`src/rtl/smachine_pkg.sv`:
```
// S-Machine shared types: opcodes, FSM states and instruction field positions.
// Imported by the interpreter top and its ALU.
package smachine_pkg;

   localparam int OP_MSB   = 15;
   localparam int OP_LSB   = 12;
   localparam int RSEL_BIT = 11;
   localparam int IMM_BIT  = 10;
   localparam int K_MSB    = 7;
   localparam int K_LSB    = 0;

   typedef enum logic [3:0] {
      OP_LD  = 4'd0,
      OP_ST  = 4'd1,
      OP_INC = 4'd2,
      OP_DEC = 4'd3,
      OP_ADD = 4'd4,
      OP_SUB = 4'd5,
      OP_OR  = 4'd6,
      OP_AND = 4'd7,
      OP_XOR = 4'd8,
      OP_JMP = 4'd9,
      OP_JZ  = 4'd10
   } op_t;

   typedef enum logic [1:0] {
      S_IDLE,
      S_EXEC,
      S_MEM,
      S_DONE
   } state_t;

endpackage

```
`src/rtl/inst_interpreter_if.sv`:
```
// Sequencer + data-memory bundle of the S-Machine interpreter.
// slave is the interpreter side; master is sequencer/memory side.
interface inst_interpreter_if #(
   parameter int DATA_W = 16,
   parameter int ADDR_W = 8
);
   logic              start;
   logic [DATA_W-1:0] inst;
   logic              done;
   logic [ADDR_W-1:0] PC;
   logic [DATA_W-1:0] data_in_memory;
   logic              read_write_memory;
   logic [DATA_W-1:0] data_out_memory;
   logic [ADDR_W-1:0] addr;

   modport master (
      output start, inst, data_in_memory,
      input  done, PC, read_write_memory,
      input  data_out_memory, addr
   );

   modport slave (
      input  start, inst, data_in_memory,
      output done, PC, read_write_memory,
      output data_out_memory, addr
   );
endinterface

```
`src/rtl/smachine_alu.sv`:
```
// Combinational register-op ALU; modulo-2^W, no flags.
// Non-ALU opcodes pass Rd through unchanged.
module smachine_alu
   import smachine_pkg::*;
#(
   parameter int W = 16
) (
   input  logic [3:0]   op,
   input  logic [W-1:0] rd,
   input  logic [W-1:0] rs,
   output logic [W-1:0] result
);

   always_comb begin
      result = rd;
      unique case (op)
         OP_INC:  result = rd + 1'b1;
         OP_DEC:  result = rd - 1'b1;
         OP_ADD:  result = rd + rs;
         OP_SUB:  result = rd - rs;
         OP_OR:   result = rd | rs;
         OP_AND:  result = rd & rs;
         OP_XOR:  result = rd ^ rs;
         default: result = rd;
      endcase
   end

endmodule

```
`src/rtl/inst_interpreter.sv`:
```
// S-Machine instruction interpreter: IDLE -> EXEC -> [MEM] -> DONE.
// Owns registers A/B, the PC and the data-memory strobes.
module inst_interpreter
   import smachine_pkg::*;
#(
   parameter int DATA_W = 16,
   parameter int ADDR_W = 8
) (
   input logic               clk,
   input logic               reset,
   inst_interpreter_if.slave bus
);

   state_t            state, state_n;
   logic [DATA_W-1:0] inst_q, inst_n;
   logic [DATA_W-1:0] a, a_n, b, b_n;
   logic [ADDR_W-1:0] pc, pc_n;
   logic [ADDR_W-1:0] addr, addr_n;
   logic [DATA_W-1:0] dout, dout_n;
   logic              rw, rw_n;

   logic [3:0]        op;
   logic              rsel, imm;
   logic [ADDR_W-1:0] k;
   logic [DATA_W-1:0] rd, rs, alu_res;
   logic              wr_en;
   logic [DATA_W-1:0] wr_val;

   assign op   = inst_q[OP_MSB:OP_LSB];
   assign rsel = inst_q[RSEL_BIT];
   assign imm  = inst_q[IMM_BIT];
   assign k    = inst_q[K_MSB:K_LSB];
   assign rd   = rsel ? b : a;
   assign rs   = rsel ? a : b;

   smachine_alu #(.W(DATA_W)) u_alu (
      .op     (op),
      .rd     (rd),
      .rs     (rs),
      .result (alu_res)
   );

   always_ff @(posedge clk) begin
      if (reset) begin
         state  <= S_IDLE;
         inst_q <= '0;
         a      <= '0;
         b      <= '0;
         pc     <= '0;
         addr   <= '0;
         dout   <= '0;
         rw     <= 1'b0;
      end else begin
         state  <= state_n;
         inst_q <= inst_n;
         a      <= a_n;
         b      <= b_n;
         pc     <= pc_n;
         addr   <= addr_n;
         dout   <= dout_n;
         rw     <= rw_n;
      end
   end

   always_comb begin
      state_n = state;
      inst_n  = inst_q;
      a_n     = a;
      b_n     = b;
      pc_n    = pc;
      addr_n  = addr;
      dout_n  = dout;
      rw_n    = 1'b0;
      wr_en   = 1'b0;
      wr_val  = alu_res;
      unique case (state)
         S_IDLE: begin
            if (bus.start) begin
               inst_n  = bus.inst;
               state_n = S_EXEC;
            end
         end
         S_EXEC: begin
            state_n = S_DONE;
            pc_n    = pc + 1'b1;
            case (op)
               OP_LD: begin
                  if (imm) begin
                     wr_en  = 1'b1;
                     wr_val = {{(DATA_W-ADDR_W){1'b0}}, k};
                  end else begin
                     // PC advances when the read data lands in MEM
                     addr_n  = k;
                     pc_n    = pc;
                     state_n = S_MEM;
                  end
               end
               OP_ST: begin
                  addr_n = k;
                  dout_n = rd;
                  rw_n   = 1'b1;
               end
               OP_INC, OP_DEC, OP_ADD, OP_SUB,
               OP_OR, OP_AND, OP_XOR: begin
                  wr_en = 1'b1;
               end
               OP_JMP: pc_n = k;
               OP_JZ: begin
                  if (rd == '0) pc_n = k;
               end
               default: ;
            endcase
         end
         S_MEM: begin
            wr_en   = 1'b1;
            wr_val  = bus.data_in_memory;
            pc_n    = pc + 1'b1;
            state_n = S_DONE;
         end
         S_DONE: state_n = S_IDLE;
         default: state_n = S_IDLE;
      endcase
      if (wr_en) begin
         if (rsel) b_n = wr_val;
         else      a_n = wr_val;
      end
   end

   assign bus.done              = (state == S_DONE);
   assign bus.PC                = pc;
   assign bus.addr              = addr;
   assign bus.data_out_memory   = dout;
   assign bus.read_write_memory = rw;

endmodule

```
`src/flat_wrapper.sv`:
```
// flat-port wrapper written by rule: the top's interface ports become plain ports
module inst_interpreter_flat import smachine_pkg::*;
#(
   parameter int DATA_W = 16,
   parameter int ADDR_W = 8
)
  (clk, reset, bus_start, bus_inst, bus_data_in_memory, bus_done, bus_PC, bus_read_write_memory, bus_data_out_memory, bus_addr);
  inst_interpreter_if #(.DATA_W(DATA_W), .ADDR_W(ADDR_W)) bus_i ();
  input logic clk;
  input logic reset;
  input wire logic [$bits(bus_i.start)-1:0] bus_start;
  input wire logic [$bits(bus_i.inst)-1:0] bus_inst;
  input wire logic [$bits(bus_i.data_in_memory)-1:0] bus_data_in_memory;
  output wire logic [$bits(bus_i.done)-1:0] bus_done;
  output wire logic [$bits(bus_i.PC)-1:0] bus_PC;
  output wire logic [$bits(bus_i.read_write_memory)-1:0] bus_read_write_memory;
  output wire logic [$bits(bus_i.data_out_memory)-1:0] bus_data_out_memory;
  output wire logic [$bits(bus_i.addr)-1:0] bus_addr;
  assign bus_i.start = bus_start;
  assign bus_i.inst = bus_inst;
  assign bus_i.data_in_memory = bus_data_in_memory;
  assign bus_done = bus_i.done;
  assign bus_PC = bus_i.PC;
  assign bus_read_write_memory = bus_i.read_write_memory;
  assign bus_data_out_memory = bus_i.data_out_memory;
  assign bus_addr = bus_i.addr;
  inst_interpreter #(.DATA_W(DATA_W), .ADDR_W(ADDR_W)) u_core (.clk(clk), .reset(reset), .bus(bus_i));
endmodule
```
`config.mk`:
```
export PLATFORM = sky130hd
export DESIGN_NAME = inst_interpreter_flat
export DESIGN_NICKNAME = d
export VERILOG_FILES = /design/src/rtl/smachine_pkg.sv /design/src/rtl/inst_interpreter_if.sv /design/src/rtl/smachine_alu.sv /design/src/rtl/inst_interpreter.sv /design/src/flat_wrapper.sv
export SDC_FILE = /design/constraint.sdc
export NUM_CORES = 1
export LEC_CHECK = 0
export BUFFER_PORTS_ARGS = -buffer_cell sky130_fd_sc_hd__buf_4
export CAP_MARGIN = 40
export CELL_PAD_IN_SITES_DETAIL_PLACEMENT = 1
export CELL_PAD_IN_SITES_GLOBAL_PLACEMENT = 1
export CORE_MARGIN = 3
export CORE_UTILIZATION = 43
export DETAILED_ROUTE_END_ITERATION = 12
export PLACE_DENSITY_LB_ADDON = 0.1
export RECOVER_POWER = 100
export SLEW_MARGIN = 25
export SYNTH_ARGS = -nofsm -noshare
export SYNTH_HDL_FRONTEND = slang
export SYNTH_HIERARCHICAL = 1
export SYNTH_SLANG_ARGS = --single-unit
export TNS_END_PERCENT = 1
```
`constraint.sdc`:
```
create_clock -name clk -period 4.7 [get_ports clk]
set_input_delay 0.235 -clock clk [delete_from_list [all_inputs] [get_ports clk]]
set_output_delay 0.235 -clock clk [all_outputs]
set_load 0.03 [all_outputs]
```
==> summary.txt <==
Status
  – Status: finished with violations
  – Failing checks: capacitance limit, slew limit

Drt
  – Final routed DRC violation total: 0
  – DRT Wirelength: 23270 µm
  – DRT Pass-1 Iters: 5
  – Antenna-violating nets left: 0
  – Drt wl/cell: 21.33 µm
  – Via count: 6584
  – Initial DRC count: 395
  – Vias/cell: 6.035

Yosys
  – Syn nets: 937
  – Async SR Flop Fraction: 0%
  – Post-synth EDFFs: 0
  – #FFs+latches synth: 81
  – YS warnings: 6
  – Syn Area/Cell: 7.670 µm²
  – Synth Cell Area: 0.006496 mm²
  – Sequential-to-total area share from yosys stat: 24.96%
  – Post-Syn Instances: 847
  – Netlist cell types: 65
  – Top FF cell, synth: dfxtp_1

Worst setup path
  – CP arrival: 4520 ps
  – CP Capture Type: flip-flop
  – Start of the worst register-to-register path: u_core/inst_q[11]
  – Internal reg-to-reg setup slack: 310 ps
  – Setup crit start kind: flip-flop
  – R2r endpoint: u_core/a[15]
  – Crit-path max FO: 12
  – Max incr delay on CP: 440 ps
  – Crit Path Class: flip-flop to flip-flop
  – Slowest-stage cell, CP: dfxtp_4
  – WP data required: 4830 ps
  – Critical-path cell list: mux2_2, nor3_1, buf_4, and3_1, and4_1, a41oi_1, xnor2_1, a21oi_1, ha_1, inv_1, buf_4, o31ai_2, a21oi_1, o21bai_1, or3_1, a211oi_1, nor3_2, a22oi_1, a211oi_1
  – FF-to-FF path depth: 19

Worst hold path
  – Worst hold endpoint: u_core/inst_q[6]
  – Hold Path Class: input pin to flip-flop
  – Hold path start: bus_inst[6]
  – Hold Path Cell Cnt: 3

Timing
  – Fin. Hold Viols: 0
  – # setup viols final: 0
  – Final Cycle Share: 93.43%
  – Max Freq: 227.7 MHz
  – Rel. slew slack: -44.50%
  – Slew Viols, Final: 66
  – Min Clock Period, post-route: 4391 ps
  – Setup Skew: 5.147 ps
  – Worst Tran Pin Value: 2163 ps

Cells and area
  – FF/Latch Area: 0.001625 mm²
  – # fillers: 1847
  – Layout area overhead: 14.52%
  – Ant diodes: 0
  – Most frequent cells in the layout: nor2_1 (122), a21oi_1 (84), dfxtp_1 (80)
  – Nets: 992
  – Most common cell after layout, fill and taps aside: nor2_1
  – Cell area after layout: 0.007440 mm²
  – Layout cell share with drive strength beyond 1: 13.67%
  – Multi-input logic area: 0.004482 mm²

Job
  – Max-Cap Viols: 2

Floorplan
  – Die ar.: 0.01662 mm²
  – Die W: 128.9 µm
  – I/O pin cnt: 69
  – Starting density of the core: 44.36%
  – Chip height: 128.9 µm
  – Row count: 44
  – Core area: 0.01464 mm²

Clock tree
  – Clk buf depth: 2
  – Clock Latency Late Sink: 350 ps
  – Sink Count: 81
  – H-tree level count: 3
  – Post-CTS Setup Repair Bufs: 0
  – Root Driver: clkbuf_16
  – CTS tree: yes
  – Clock transition at path regs: 70 ps
  – Num CTS Buffers: 9

Power
  – Power per cell area: 535.0 mW/mm²
  – Total Power: 3.980 mW
  – Static Leak: 2.890 nW
  – Maximum vdd drop: 0.3591 mV

Global route
  – M1 GR Usage: 35.94%
  – Grt total ovfl: 0
  – Layer with the highest usage: met2
  – Initial antenna violation count: 0
  – GRT met2 Usage: 47.71%
  – GRT Overall Usage: 28.07%
  – Largest net degree at the start of global routing: 83
  – First-pass GRT wire length: 36630 µm
  – GR Util met3: 3.736%
  – Number of global-route vias before repair: 6786

Placed design
  – Placed cell areas: 0.007237 mm²
  – HPWL after DPL: 17600 µm
  – # port buffers: 66
  – Final Wtd Congestion: 0.9453
## synth_stat cells, drive strengths merged (2+ instances only)
| library cell | instances | area, µm² |
|---|---|---|
| o31ai | 7 | 52.55 |
| ha | 54 | 675.7 |
| or3 | 6 | 37.54 |
| o21bai | 2 | 15.01 |
| o21a | 3 | 22.52 |
| a31oi | 13 | 81.33 |
| mux2i | 30 | 300.3 |
| mux2 | 36 | 405.4 |
| clkbuf | 30 | 112.6 |
| a22oi | 9 | 67.56 |
| o22ai | 17 | 106.4 |
| nand3 | 17 | 85.08 |
| xnor2 | 17 | 148.9 |
| nor2 | 123 | 471.7 |
| a21oi | 85 | 432.9 |
| nor4 | 10 | 75.07 |
| nand4 | 7 | 50.05 |
| a21o | 5 | 37.54 |
| o21ai | 34 | 173.9 |
| nor3b | 4 | 41.29 |
| and3 | 8 | 50.05 |
| a41oi | 3 | 26.28 |
| nand2 | 70 | 262.8 |
| and4 | 2 | 17.52 |
| xor2 | 2 | 17.52 |
| nor2b | 12 | 75.07 |
| nand4b | 2 | 17.52 |
| nand2b | 11 | 68.82 |
| nor3 | 13 | 65.06 |
| a211oi | 37 | 277.8 |
| inv | 47 | 176.4 |
| and2 | 3 | 18.77 |
| a222oi | 8 | 80.08 |
| dfxtp | 81 | 1622 |
| buf | 21 | 101.4 |
## per-layer routing
layer | routed length [µm] | vias up
li1 | - | 3153
met1 | 10400 | 3241
met2 | 11400 | 150
met3 | 690 | 40
met4 | 774 | 0
met5 | 0 | -
## worst max-delay path: cells and delay by family (launching register included)
kind	cells	cell delay, ps
buf+inv	3	410
xor+xnor	1	160
mux	1	390
flops	1	440
simple gates	5	1210
fa+ha+maj	1	280
compound gates	8	1290
## cell families after synthesis
group / Yosys count / synth area share [%]
multiplexers: 66 / 10.86
XOR/XNOR: 19 / 2.562
flip-flops: 81 / 24.96
AND/OR/NAND/NOR: 292 / 21.36
adder cells (fa/ha/maj): 55 / 10.71
buffers and inverters: 98 / 6.009
AO/OA/AOI/OAI: 236 / 23.54
## where the power goes
part / internal (mW) / switching [mW]
registers: 0.785 / 0.130
logic: 0.825 / 1.45
clock network: 0.472 / 0.323
total: 2.08 / 1.90
## state kept, by name (all words and copies together) (netlist names)
signal / cells
u_core/bus.read_write_memory: 1
u_core/bus.data_out_memory: 16
u_core/bus.PC: 8
u_core/inst_q: 14
u_core/b: 16
u_core/a: 16
u_core/state: 2
u_core/bus.addr: 8
## metrics by stage
step                      worst slack, ps  instances  util, %  hold slack, ps  TNS (ps)
after global routing             -0.05640       1091    50.80           136.3  -0.05640
after global placement              156.3       1073    49.27           478.6         0
final                               308.8       1091    50.80           129.5         0
after CTS                           64.48       1090    51.67           126.2         0
after floorplan                     444.3        847        -           371.0         0
after detailed placement           -62.10       1074    49.42           486.1    -91.96
## worst max-delay path by stage
stage / startpoint / endpoint / slack, ps
3_5_place_dp: u_core/inst_q[11] / u_core/a[15] / -60
4_1_cts: u_core/inst_q[11] / u_core/a[15] / 60
6_report: u_core/inst_q[11] / u_core/a[15] / 310
5_1_grt: u_core/inst_q[11] / u_core/a[15] / -0.06
3_3_place_gp: u_core/inst_q[11] / u_core/a[15] / 160
2_1_floorplan: u_core/inst_q[11] / u_core/a[14] / 440
## area by class of cell
cell class,instances,area share (%)
multi-input cells,668,60.24
flip-flops and latches,81,21.85
repair buffers,95,8.039
well taps,184,3.095
clock buffers,9,3.027
inverters,47,2.371
clock inverters,7,1.379
## timing repair
action,CTS,global route
endpoints found under the setup margin,2,4
hold buffers,0,0
gates resized for setup,1,4
gates cloned,0,0
No activity file was read; power rests on OpenSTA's default activity.
